**src/rtl/sr_flag_arbiter_if.sv**
```systemverilog
// Request/ack and flag-bank bundle shared between control agents and the SR flag arbiter.
// The master modport is the requester side; the slave modport is the arbiter.
interface sr_flag_arbiter_if #(
  parameter int unsigned NREQ  = 4,
  parameter int unsigned NFLAG = 8,
  parameter int unsigned IDXW  = 3
);
  logic [NREQ-1:0]      req;
  logic [NREQ-1:0]      op;
  logic [NREQ*IDXW-1:0] idx;
  logic                 clr;
  logic [NREQ-1:0]      gnt;
  logic                 err;
  logic                 busy;
  logic [NFLAG-1:0]     flags;

  modport master (
    output req, op, idx, clr,
    input  gnt, err, busy, flags
  );

  modport slave (
    input  req, op, idx, clr,
    output gnt, err, busy, flags
  );
endinterface

```
**src/rtl/sr_flag_arbiter.sv**
```systemverilog
// Round-robin arbiter that serialises set/reset requests from NREQ agents onto a shared
// bank of NFLAG SR flags. Each operation takes one IDLE cycle and one APPLY cycle.
module sr_flag_arbiter #(
  parameter int unsigned NREQ  = 4,
  parameter int unsigned NFLAG = 8,
  parameter int unsigned IDXW  = 3
) (
  input logic              clk_i,
  input logic              rst_i,
  sr_flag_arbiter_if.slave bus
);
  localparam int unsigned PtrW = (NREQ > 1) ? $clog2(NREQ) : 1;

  typedef enum logic {StIdle, StApply} state_e;

  state_e           state_q, state_d;
  logic [PtrW-1:0]  ptr_q, ptr_d;
  logic [PtrW-1:0]  win_q, win_d;
  logic             op_q, op_d;
  logic [IDXW-1:0]  idx_q, idx_d;
  logic [NFLAG-1:0] flags_q, flags_d;

  logic [PtrW-1:0]  pick;
  logic             found;
  logic             in_range;
  logic [NFLAG-1:0] set_v, rst_v;
  logic [NREQ-1:0]  gnt;
  logic             err;
  logic             busy;
  logic [IDXW-1:0]  idx_arr [NREQ];

  for (genvar g = 0; g < NREQ; g++) begin : g_idx
    assign idx_arr[g] = bus.idx[g*IDXW +: IDXW];
  end

  // First requesting agent at or after ptr_q, wrapping modulo NREQ.
  always_comb begin : pick_winner
    logic [PtrW-1:0] cand;
    found = 1'b0;
    pick  = '0;
    cand  = '0;
    for (int unsigned k = 0; k < NREQ; k++) begin
      cand = PtrW'((32'(ptr_q) + k) % NREQ);
      if (!found && bus.req[cand]) begin
        found = 1'b1;
        pick  = cand;
      end
    end
  end

  assign in_range = 32'(idx_q) < NFLAG;

  always_comb begin : fsm_next
    state_d = state_q;
    ptr_d   = ptr_q;
    win_d   = win_q;
    op_d    = op_q;
    idx_d   = idx_q;
    gnt     = '0;
    err     = 1'b0;
    busy    = 1'b0;
    set_v   = '0;
    rst_v   = '0;
    unique case (state_q)
      StIdle: begin
        if (found) begin
          win_d   = pick;
          op_d    = bus.op[pick];
          idx_d   = idx_arr[pick];
          state_d = StApply;
        end
      end
      StApply: begin
        busy = 1'b1;
        // A reset landing on APPLY aborts the operation, so the ack is suppressed.
        if (!rst_i) begin
          gnt[win_q] = 1'b1;
          err        = !in_range;
        end
        if (in_range) begin
          set_v[idx_q] = op_q;
          rst_v[idx_q] = !op_q;
        end
        ptr_d   = (32'(win_q) == NREQ - 1) ? '0 : win_q + 1'b1;
        state_d = StIdle;
      end
      default: state_d = StIdle;
    endcase
  end

  // SR update: S alone sets, R alone resets, neither or both hold.
  always_comb begin : flag_next
    if (bus.clr) begin
      flags_d = '0;
    end else begin
      flags_d = (flags_q & ~(set_v ^ rst_v)) | (set_v & ~rst_v);
    end
  end

  always_ff @(posedge clk_i) begin
    if (rst_i) begin
      state_q <= StIdle;
      ptr_q   <= '0;
      win_q   <= '0;
      op_q    <= 1'b0;
      idx_q   <= '0;
      flags_q <= '0;
    end else begin
      state_q <= state_d;
      ptr_q   <= ptr_d;
      win_q   <= win_d;
      op_q    <= op_d;
      idx_q   <= idx_d;
      flags_q <= flags_d;
    end
  end

  assign bus.gnt   = gnt;
  assign bus.err   = err;
  assign bus.busy  = busy;
  assign bus.flags = flags_q;
endmodule

```
**src/flat_wrapper.sv**
```systemverilog
// flat-port wrapper written by rule: the top's interface ports become plain ports
module sr_flag_arbiter_flat 
#(
  parameter int unsigned NREQ  = 4,
  parameter int unsigned NFLAG = 8,
  parameter int unsigned IDXW  = 3
)
  (clk_i, rst_i, bus_req, bus_op, bus_idx, bus_clr, bus_gnt, bus_err, bus_busy, bus_flags);
  sr_flag_arbiter_if #(.NREQ(NREQ), .NFLAG(NFLAG), .IDXW(IDXW)) bus_i ();
  input logic clk_i;
  input logic rst_i;
  input wire logic [$bits(bus_i.req)-1:0] bus_req;
  input wire logic [$bits(bus_i.op)-1:0] bus_op;
  input wire logic [$bits(bus_i.idx)-1:0] bus_idx;
  input wire logic [$bits(bus_i.clr)-1:0] bus_clr;
  output wire logic [$bits(bus_i.gnt)-1:0] bus_gnt;
  output wire logic [$bits(bus_i.err)-1:0] bus_err;
  output wire logic [$bits(bus_i.busy)-1:0] bus_busy;
  output wire logic [$bits(bus_i.flags)-1:0] bus_flags;
  assign bus_i.req = bus_req;
  assign bus_i.op = bus_op;
  assign bus_i.idx = bus_idx;
  assign bus_i.clr = bus_clr;
  assign bus_gnt = bus_i.gnt;
  assign bus_err = bus_i.err;
  assign bus_busy = bus_i.busy;
  assign bus_flags = bus_i.flags;
  sr_flag_arbiter #(.NREQ(NREQ), .NFLAG(NFLAG), .IDXW(IDXW)) u_core (.clk_i(clk_i), .rst_i(rst_i), .bus(bus_i));
endmodule
```
**config.mk**
```make
export PLATFORM = sky130hd
export DESIGN_NAME = sr_flag_arbiter_flat
export DESIGN_NICKNAME = d
export VERILOG_FILES = /design/src/rtl/sr_flag_arbiter_if.sv /design/src/rtl/sr_flag_arbiter.sv /design/src/flat_wrapper.sv
export SDC_FILE = /design/constraint.sdc
export NUM_CORES = 1
export LEC_CHECK = 0
export ABC_AREA = 1
export CAP_MARGIN = 20
export CORE_AREA = 2 2 65 67
export DETAILED_ROUTE_END_ITERATION = 10
export DIE_AREA = 0 0 67 69
export HOLD_SLACK_MARGIN = 0.02
export PLACE_DENSITY_LB_ADDON = 0.08
export SLEW_MARGIN = 20
export SYNTH_ARGS = -nofsm -noshare
export SYNTH_HDL_FRONTEND = slang
export SYNTH_SLANG_ARGS = --single-unit
```
**constraint.sdc**
```tcl
create_clock -name clk_i -period 1.69 [get_ports clk_i]
set_input_delay 0.2535 -clock clk_i [delete_from_list [all_inputs] [get_ports clk_i]]
set_output_delay 0.2535 -clock clk_i [all_outputs]
set_load 0.02 [all_outputs]
```
==> results.json, run 1 <==
{
  "rr_startpoint": "u_core.ptr_q[0]",
  "synth.distinct_cells": 24,
  "clk_path_buf_depth": 2,
  "syn-instance-count": 233,
  "hold_violations": 0,
  "seqPwrFrac_pct": 23.2,
  "synth_top_area_share_pct": 22.78,
  "power_density_nw_per_um2": 954.9,
  "grt_pass1_wl_mm": 6.472,
  "ys_warn_count": 0,
  "gp_congestion": 0.8224,
  "critical_path_arrival_ns": 1.85,
  "violations": "negative setup slack",
  "yosys.area.top_type": "dfxtp_1",
  "dr.pass1.iters": 4,
  "path_delay_family": "simple AND/OR/NAND/NOR gates",
  "io_pins": 37,
  "power_frac_comb_pct": 63.5,
  "drc_errors": 0,
  "worstPathRequired_ns": 1.84,
  "reg2reg_to": "u_core.idx_q[2]",
  "htreeDepth": 1,
  "cts_tree": "yes",
  "cp.buffers_inverters": 4,
  "nets": 328,
  "hold_class": "flip-flop to flip-flop",
  "start_util_pct": 38.17,
  "ant_nets": 0,
  "r2r_cells": 15,
  "cp_max_fo": 6,
  "period_share_pct": 100.3,
  "max_freq_mhz": 589.8,
  "p_leak_nw": 1.281,
  "antenna_found_initial": 0,
  "endpoint": "u_core.idx_q[2]",
  "timing.final.ws_setup_ns": -0.005610,
  "areaGrowthSynthToFinish_pct": 60.22,
  "fin_cells": 342,
  "clk_latency_ns": 0.25,
  "post-dp-hpwl_mm": 2.718,
  "cts_sinks": 17,
  "die_h_um": 69,
  "ys_seq_area_share_pct": 22.78,
  "fin_skew_ns": 0.003372,
  "synth_nets": 268,
  "netlist_area_um2": 1494,
  "die_w_um": 67,
  "synth-seq-cells": 17,
  "setup_violations": 1,
  "hold_buffers": 0,
  "ys.flop_type": "dfxtp_1",
  "status": "complete, but fails checks",
  "drtIter0Drc": 69,
  "synth_most_common_cell": "nand2_1",
  "synth_area_leaders": "dfxtp_1 (23%), nand2_1 (14%), inv_1 (12%), ha_1 (10%), nand4_1 (7.1%)",
  "overflow": 0,
  "drive_above_1_share_pct": 29.45,
  "fp.coreArea_um2": 3914,
  "cp-end-kind": "flip-flop",
  "crit_path_top_delay_cell": "dfxtp_4",
  "rsz0062_at_grt": "yes",
  "crit_cells": 15,
  "dp_cells": 331,
  "p_sw_share_pct": 45.22,
  "worstPathCellList": "buf_12 -> inv_12 -> nand2_4 -> nand2_4 -> nand2_2 -> nand2_2 -> nand2_4 -> nand2_2 -> nand2_4 -> buf_12 -> nand4_1 -> nand3_1 -> nand3_1 -> nand2_1 -> inv_1",
  "avgViaCountPerCell": 4.737,
  "cpPeakStageDelay_ns": 0.39,
  "clockRootBuffer": "clkbuf_8",
  "cts-buffers-inserted": 3,
  "switching_power_mw": 1.034,
  "slew_violations": 0,
  "antenna_cells": 0,
  "die_area_um2": 4623,
  "row_count": 23,
  "crit_top_cell": "nand2_4",
  "grt_start_max_net_pins": 11,
  "total_power_mw": 2.286,
  "crit_type": "flip-flop to flip-flop",
  "startpoint_type": "flip-flop",
  "vdd_drop_max_mv": 0.4662,
  "intPower_mw": 1.252,
  "portBuffers": 35,
  "crit_start": "u_core.ptr_q[0]",
  "p_clk_share_pct": 13.3,
  "rrSetupSlack_ns": -0.006,
  "vias": 1620,
  "grt_pass1_vias": 1554,
  "yosys-top-cells-count": "nand2_1 (57), inv_1 (49), dfxtp_1 (17), nand4_1 (17), nand3_1 (16)",
  "max_cap_viol_count": 0,
  "async_reset_ff_share_pct": 0,
  "grt_use_total_pct": 17.19,
  "synth_area_per_cell_um2": 6.412,
  "synth_edf_count": 0,
  "min_period_ns": 1.696,
  "wirelength_mm": 3.672,
  "path_clk_slew_ns": 0.07,
  "wire_per_inst_um": 10.74
}
==> flip-flops by register name (all words and copies together) (netlist names) <==
| register | cells |
|---|---|
| u_core.win_q | 2 |
| u_core.ptr_q | 2 |
| u_core.op_q | 1 |
| u_core.idx_q | 3 |
| u_core.state_q | 1 |
| u_core.bus.flags | 8 |
==> placed cells by master (no fill, tap or decap), types with 2 or more instances in the layout <==
cell type        count
ha_1                12
nand4_1             17
nand2_1             36
a21oi_1              4
nand3_1             12
clkbuf_8             3
inv_1               44
clkdlybuf4s50_1     28
nand2_4             17
dfxtp_1             16
nand2_2             16
a21oi_2              2
nor2_1               8
nor4_1               8
dlymetal6s2s_1       3
dlygate4sd2_1        4
o21ai_0             10
inv_2                6
nand3_2              2
nand3_4              6
buf_12               4
buf_4               19
==> tightest hold or removal path: stages (launching register included) <==
cell and delay (ns):
dfxtp_1 0.33, nand2_1 0.05, inv_1 0.04, o21ai_0 0.06, inv_1 0.04
==> per-layer routing <==
layer | up-vias | track usage (%) | wire length [um] | share of wire, %
met5 | - | 0 | 0 | 0
met4 | 0 | 4.535 | 17 | 0.46
met3 | 2 | 1.958 | 78 | 2.1
met2 | 28 | 29.59 | 1922 | 52
met1 | 723 | 22.22 | 1655 | 45
li1 | 867 | - | - | -
==> layout make-up <==
type | instances | area [um^2]
Fill cell | 367 | 1520
Sequential cell | 17 | 344.1
Multi-Input combinational cell | 157 | 1106
Clock buffer | 4 | 45.04
Timing Repair inverter | 1 | 11.26
Inverter | 54 | 221.5
Timing Repair Buffer | 59 | 603.1
Tap cell | 50 | 62.56
==> kinds of logic after synthesis <==
| family | after synthesis | synth area share, % |
|---|---|---|
| flip-flops | 17 | 22.78 |
| AND/OR/NAND/NOR | 124 | 43.38 |
| buffers and inverters | 60 | 16.83 |
| other | 1 | 0.2510 |
| adder cells (fa/ha/maj) | 12 | 10.05 |
| AO/OA/AOI/OAI | 19 | 6.700 |
==> power groups by stage <==
| stage | sequential, mW | combinational [mW] | clock (mW) |
|---|---|---|---|
| after floorplan | 0.511 | 0.774 | 0 |
| after global placement | 0.523 | 1.16 | 0 |
| after detailed placement | 0.522 | 1.17 | 0 |
| after CTS | 0.521 | 1.31 | 0.315 |
| after global routing | 0.540 | 1.60 | 0.332 |
| final | 0.531 | 1.45 | 0.303 |
==> timing repair <==
action | CTS | global route
buffers inserted | 2 | 2
pin swaps | 17 | 19
cloned | 2 | 1
setup endpoints to repair | 8 | 9
resized for setup | 31 | 36
==> worst min path at each step <==
stage,start,end,slack (ns),cells after the start
floorplan,rst_i,u_core.win_q[0],0.46,2
global placement,u_core.bus.flags[2],u_core.bus.flags[2],0.52,4
detailed placement,u_core.bus.flags[6],u_core.bus.flags[6],0.54,4
CTS,u_core.win_q[1],u_core.win_q[1],0.56,2
global route,u_core.win_q[1],u_core.win_q[1],0.59,2
finish,u_core.bus.flags[6],u_core.bus.flags[6],0.55,4
==> stage by stage <==
stage                     setup WS (ns)  util, %   TNS (ns)  hold WS [ns]  cell area (um^2)
after floorplan               0.0005705        -          0        0.4636              1496
after global placement          -0.2473    52.65     -1.841        0.5241              2061
after detailed placement        -0.2745    52.65     -2.042        0.5389              2061
after CTS                     -0.007249    57.38  -0.007249        0.5582              2246
after global routing            -0.1295    61.16    -0.4644        0.5864              2394
final                         -0.005610    61.16  -0.005610        0.5478              2394
Power figures use the tool's default switching activity.
==> inputs of run 2 (changes only) <==
--- a/config.mk
+++ b/config.mk
@@ -12,5 +12,5 @@
 export DIE_AREA = 0 0 67 69
 export HOLD_SLACK_MARGIN = 0.02
-export PLACE_DENSITY_LB_ADDON = 0.08
+export PLACE_DENSITY_LB_ADDON = 0.1
 export SLEW_MARGIN = 20
 export SYNTH_ARGS = -nofsm -noshare
==> constraint.sdc (replaced) <==
create_clock -name clk_i -period 1.69 [get_ports clk_i]
set_input_delay 0.2535 -clock clk_i [delete_from_list [all_inputs] [get_ports clk_i]]
set_output_delay 0.2535 -clock clk_i [all_outputs]
set_load 0.05 [all_outputs]
==> run 2 against run 1 <==
  * The run still ends with negative setup slack left
  * Via count shrank 2.6%
  * Register-to-register slack lost 0.03 ns
  * Routed wire length shrank 3.2%
  * Clock skew shrank 0.0018 ns
  * Combinational power shrank 3%
  * Worst hold slack lost 0.00067 ns
  * Cell area shrank 3.2%
  * Critical path depth shrank 3
  * Global-route usage shrank 0.54 points
  * Largest cell class unchanged
==> results.json, run 2 (synthesized netlist as in run 1, its figures left out) <==
{
  "drc_errors": 0,
  "row_count": 23,
  "gp_congestion": 0.8219,
  "critical_path_arrival_ns": 1.93,
  "r2r_cells": 12,
  "startpoint_type": "flip-flop",
  "p_leak_nw": 1.247,
  "wire_per_inst_um": 10.58,
  "die_w_um": 67,
  "max_freq_mhz": 579.1,
  "fp.coreArea_um2": 3914,
  "drtIter0Drc": 70,
  "dr.pass1.iters": 4,
  "fin_cells": 336,
  "intPower_mw": 1.186,
  "htreeDepth": 1,
  "power_frac_comb_pct": 62.8,
  "hold_slack_ns": 0.5471,
  "avgViaCountPerCell": 4.696,
  "period_share_pct": 102.2,
  "rsz0062_at_grt": "yes",
  "crit_type": "flip-flop to flip-flop",
  "clockRootBuffer": "clkbuf_8",
  "min_period_ns": 1.727,
  "cts_sinks": 17,
  "io_pins": 37,
  "hold_class": "flip-flop to flip-flop",
  "timing.final.ws_setup_ns": -0.03693,
  "path_clk_slew_ns": 0.07,
  "power_density_nw_per_um2": 964.1,
  "drive_above_1_share_pct": 30.42,
  "worstPathRequired_ns": 1.90,
  "final.fill_count": 364,
  "p_sw_share_pct": 46.92,
  "portBuffers": 35,
  "cts_tree": "yes",
  "max_cap_viol_count": 0,
  "vdd_drop_max_mv": 0.4178,
  "grt_pass1_vias": 1461,
  "nets": 322,
  "fin_skew_ns": 0.001551,
  "p_clk_share_pct": 13.7,
  "seqPwrFrac_pct": 23.5,
  "cp-end-kind": "flip-flop",
  "regArea_um2": 345.3,
  "die_area_um2": 4623,
  "start_util_pct": 38.17,
  "setup_violations": 3,
  "multi_input_area_um2": 1086,
  "antenna_found_initial": 0,
  "status": "complete, but fails checks",
  "clk_latency_ns": 0.25,
  "die_h_um": 69,
  "hold_depth": 4,
  "vias": 1578,
  "antenna_cells": 0,
  "post-dp-hpwl_mm": 2.553,
  "hold_violations": 0,
  "final_cell_mix": "inv_1 (45), nand2_1 (45), buf_4 (23)",
  "dp_cells": 325,
  "cp_max_fo": 6,
  "grt_pass1_wl_mm": 6.147,
  "switching_power_mw": 1.048,
  "areaGrowthSynthToFinish_pct": 55.11,
  "ant_nets": 0,
  "overflow": 0,
  "clk_path_buf_depth": 2,
  "grt_start_max_net_pins": 11,
  "largest_reg_flops": 8,
  "cts-buffers-inserted": 3,
  "violations": "negative setup slack",
  "grt_use_total_pct": 16.65,
  "wirelength_mm": 3.554,
  "slew_violations": 0
}
-- run 2: per-layer routing --
metal	part of all wire, %	track usage, %	wire (um)	vias to the layer above
li1	-	-	-	852
met1	48	22.16	1707	682
met2	47	27.39	1669	40
met3	3.7	1.958	131	4
met4	1.3	5.442	46	0
met5	0	0	0	-
-- run 2: layout make-up --
| type | instances | share of cell area, % |
|---|---|---|
| flip-flops and latches | 17 | 14.90 |
| inverters | 54 | 9.557 |
| multi-input cells | 158 | 46.87 |
| repair buffers | 53 | 24.03 |
| clock buffers | 4 | 1.944 |
| well taps | 50 | 2.700 |
-- run 2: power groups by stage --
stage | combinational, mW | clock, mW | sequential, mW
floorplan | 0.794 | 0 | 0.526
global route | 1.56 | 0.331 | 0.531
detailed placement | 1.13 | 0 | 0.524
finish | 1.40 | 0.306 | 0.525
global placement | 1.12 | 0 | 0.520
CTS | 1.28 | 0.315 | 0.522
-- run 2: worst max-delay path: stages (launching register included) --
cell and delay, ns:
dfxtp_4 0.39, buf_12 0.14, nand2_1 0.12, nand3_4 0.11
nand2_4 0.08, nor2_8 0.13, nand3_4 0.16, buf_6 0.18
nand4_1 0.11, nand3_2 0.09, nand3_2 0.07, nand2_1 0.05
inv_1 0.04
-- run 2: worst paths after layout --
| path | startpoint | endpoint | slack (ns) |
|---|---|---|---|
| hold / removal | u_core.bus.flags[1] | u_core.bus.flags[1] | 0.55 |
| setup / recovery | u_core.ptr_q[0] | u_core.idx_q[2] | -0.04 |
| hold reg to reg | u_core.bus.flags[1] | u_core.bus.flags[1] | 0.55 |
| setup reg to reg | u_core.ptr_q[0] | u_core.idx_q[2] | -0.04 |
-- run 2: through the flow --
step	utilization [%]	cell area [um^2]	power, mW	setup TNS [ns]	worst slack, ns
floorplan	-	1499	1.320	0	0.02107
global placement	51.37	2011	1.639	-1.215	-0.2530
detailed placement	51.37	2011	1.651	-1.390	-0.2781
CTS	56.46	2210	2.120	-0.001602	-0.001602
global route	59.21	2317	2.419	-0.6289	-0.1317
finish	59.21	2317	2.234	-0.06053	-0.03693
-- run 2: repair_timing --
item	in CTS	in global routing
pin swaps	13	17
hold buffers	0	0
setup endpoints to repair	1	9
gates cloned	3	0
buffers inserted	3	1
resized for setup	26	25
==> inputs of run 3 (changes only) <==
CORE_AREA = 3 3 66 68   (was 2 2 65 67)
DIE_AREA = 0 0 69 71   (was 0 0 67 69)
SLEW_MARGIN = 30   (was 20)
TNS_END_PERCENT = 20   (was not set)
==> run 3 against run 2 <==
  * Routed wire length rose by 9.5%
  * Power increased by 4.7%
  * Clock power up 1%
  * Combinational power is 8% higher
  * Maximum frequency barely moved
  * Cell area up 2.1%
  * Sequential power decreased by 0.8%
  * Critical endpoint is now u_core.idx_q[0]
  * Global-route usage decreased by 1.6 points
  * Count of clock-buffer cells in the layout down 1
  * Register-to-register slack hardly changed
  * The run still ends with negative setup slack left
==> results.json, run 3 (synthesized netlist as in run 1, its figures left out) <==
{
  "status": "complete, but fails checks",
  "violations": "negative setup slack",
  "cts_sinks": 17,
  "largest_reg_flops": 8,
  "startpoint_type": "flip-flop",
  "antenna_cells": 0,
  "crit_type": "flip-flop to flip-flop",
  "drc_errors": 0,
  "clk_latency_ns": 0.25,
  "intPower_mw": 1.228,
  "clockRootBuffer": "clkbuf_8",
  "path_clk_slew_ns": 0.07,
  "final_cell_mix": "nand2_1 (49), inv_1 (47), buf_4 (31)",
  "wirelength_mm": 3.893,
  "grt_use_total_pct": 15.05,
  "dp_cells": 327,
  "final_cell_area_um2": 2366,
  "final_common_cell": "nand2_1",
  "drtIter0Drc": 58,
  "worstPathRequired_ns": 1.84,
  "setup_violations": 3,
  "nets": 331,
  "power_density_nw_per_um2": 988.2,
  "htreeDepth": 1,
  "r2r_cells": 15,
  "p_sw_share_pct": 47.46,
  "row_count": 23,
  "ant_nets": 0,
  "areaGrowthSynthToFinish_pct": 58.38,
  "portBuffers": 35,
  "grt_pass1_wl_mm": 6.417,
  "die_w_um": 69,
  "antenna_found_initial": 0,
  "pre_cts_slack_ns": -0.2743,
  "power_frac_comb_pct": 64.5,
  "avgViaCountPerCell": 4.783,
  "max_freq_mhz": 578.6,
  "p_leak_nw": 1.252,
  "final.fill_count": 384,
  "io_pins": 37,
  "start_util_pct": 38.17,
  "switching_power_mw": 1.110,
  "dr.pass1.iters": 4,
  "p_clk_share_pct": 13.3,
  "fin_skew_ns": 0.006759,
  "hold_depth": 2,
  "fin_cells": 345,
  "postLayoutCoreUtil_pct": 60.45,
  "hold_slack_ns": 0.5448,
  "grt_pass1_vias": 1511,
  "vias": 1650,
  "cts_tree": "yes",
  "grt_start_max_net_pins": 12,
  "cp_max_fo": 7,
  "post-dp-hpwl_mm": 2.612,
  "die_h_um": 71,
  "max_cap_viol_count": 0,
  "wire_per_inst_um": 11.28,
  "seqPwrFrac_pct": 22.3,
  "timing.final.ws_setup_ns": -0.03827,
  "clk_path_buf_depth": 2,
  "tns_ns": -0.04846,
  "rsz0062_at_grt": "yes",
  "critical_path_arrival_ns": 1.88,
  "total_power_mw": 2.338,
  "period_share_pct": 102.3,
  "fp.coreArea_um2": 3914,
  "gp_congestion": 0.8184,
  "hold_class": "flip-flop to flip-flop",
  "slew_violations": 0,
  "overflow": 0,
  "hold_violations": 0,
  "die_area_um2": 4899,
  "vdd_drop_max_mv": 0.4566,
  "min_period_ns": 1.728,
  "dpl_cell_area_um2": 2012,
  "cp-end-kind": "flip-flop",
  "cts-buffers-inserted": 3,
  "drive_above_1_share_pct": 30.51
}
run 3: area by class of cell:
| type | count | area (um^2) | share of cell area (%) |
|---|---|---|---|
| Tap cell | 50 | 62.56 | 2.644 |
| Clock inverter | 1 | 5.005 | 0.2115 |
| Sequential cell | 17 | 345.3 | 14.60 |
| Timing Repair inverter | 1 | 8.758 | 0.3702 |
| Clock buffer | 3 | 41.29 | 1.745 |
| Multi-Input combinational cell | 160 | 1101 | 46.54 |
| Timing Repair Buffer | 59 | 580.6 | 24.54 |
| Inverter | 54 | 221.5 | 9.360 |
run 3: per-layer routing:
layer | up-vias | GRT usage, % | part of all wire, %
met2 | 45 | 24.89 | 48
met3 | 4 | 1.989 | 4.6
met4 | 0 | 5.423 | 1.1
li1 | 887 | - | -
met5 | - | 0 | 0
met1 | 714 | 20.07 | 46
run 3: final timing paths:
kind                   startpoint               to  slack (ns)
hold reg to reg   u_core.win_q[1]  u_core.win_q[1]        0.54
hold / removal    u_core.win_q[1]  u_core.win_q[1]        0.54
setup / recovery  u_core.ptr_q[0]  u_core.idx_q[0]       -0.04
setup reg to reg  u_core.ptr_q[0]  u_core.idx_q[0]       -0.04
run 3: what timing repair did:
action	in CTS	in global routing
endpoints found under the setup margin	4	10
buffers inserted	2	6
hold buffers	0	0
resized for setup	10	32
pin swaps	6	18
gates cloned	3	3
run 3: critical path, stage by stage, from the launching register on:
cell and delay (ns):
dfxtp_4 0.38, buf_12 0.14, clkinv_8 0.07, nand2_4 0.07, nand2_4 0.08, nand2_1 0.07, nand2_1 0.06, nand2_2 0.14
buf_4 0.15, nand3_4 0.09, nand4_1 0.12, nand2_1 0.07, nand2_1 0.06, nand2_1 0.05, nand2_1 0.05, nand2_1 0.04
run 3: power by group through the flow:
stage          Sequential [mW]  Clock (mW)  Combinational [mW]
2_1_floorplan            0.526           0               0.792
3_3_place_gp             0.519           0                1.12
3_5_place_dp             0.520           0                1.13
4_1_cts                  0.512       0.320                1.25
5_1_grt                  0.531       0.331                1.67
6_report                 0.521       0.310                1.51
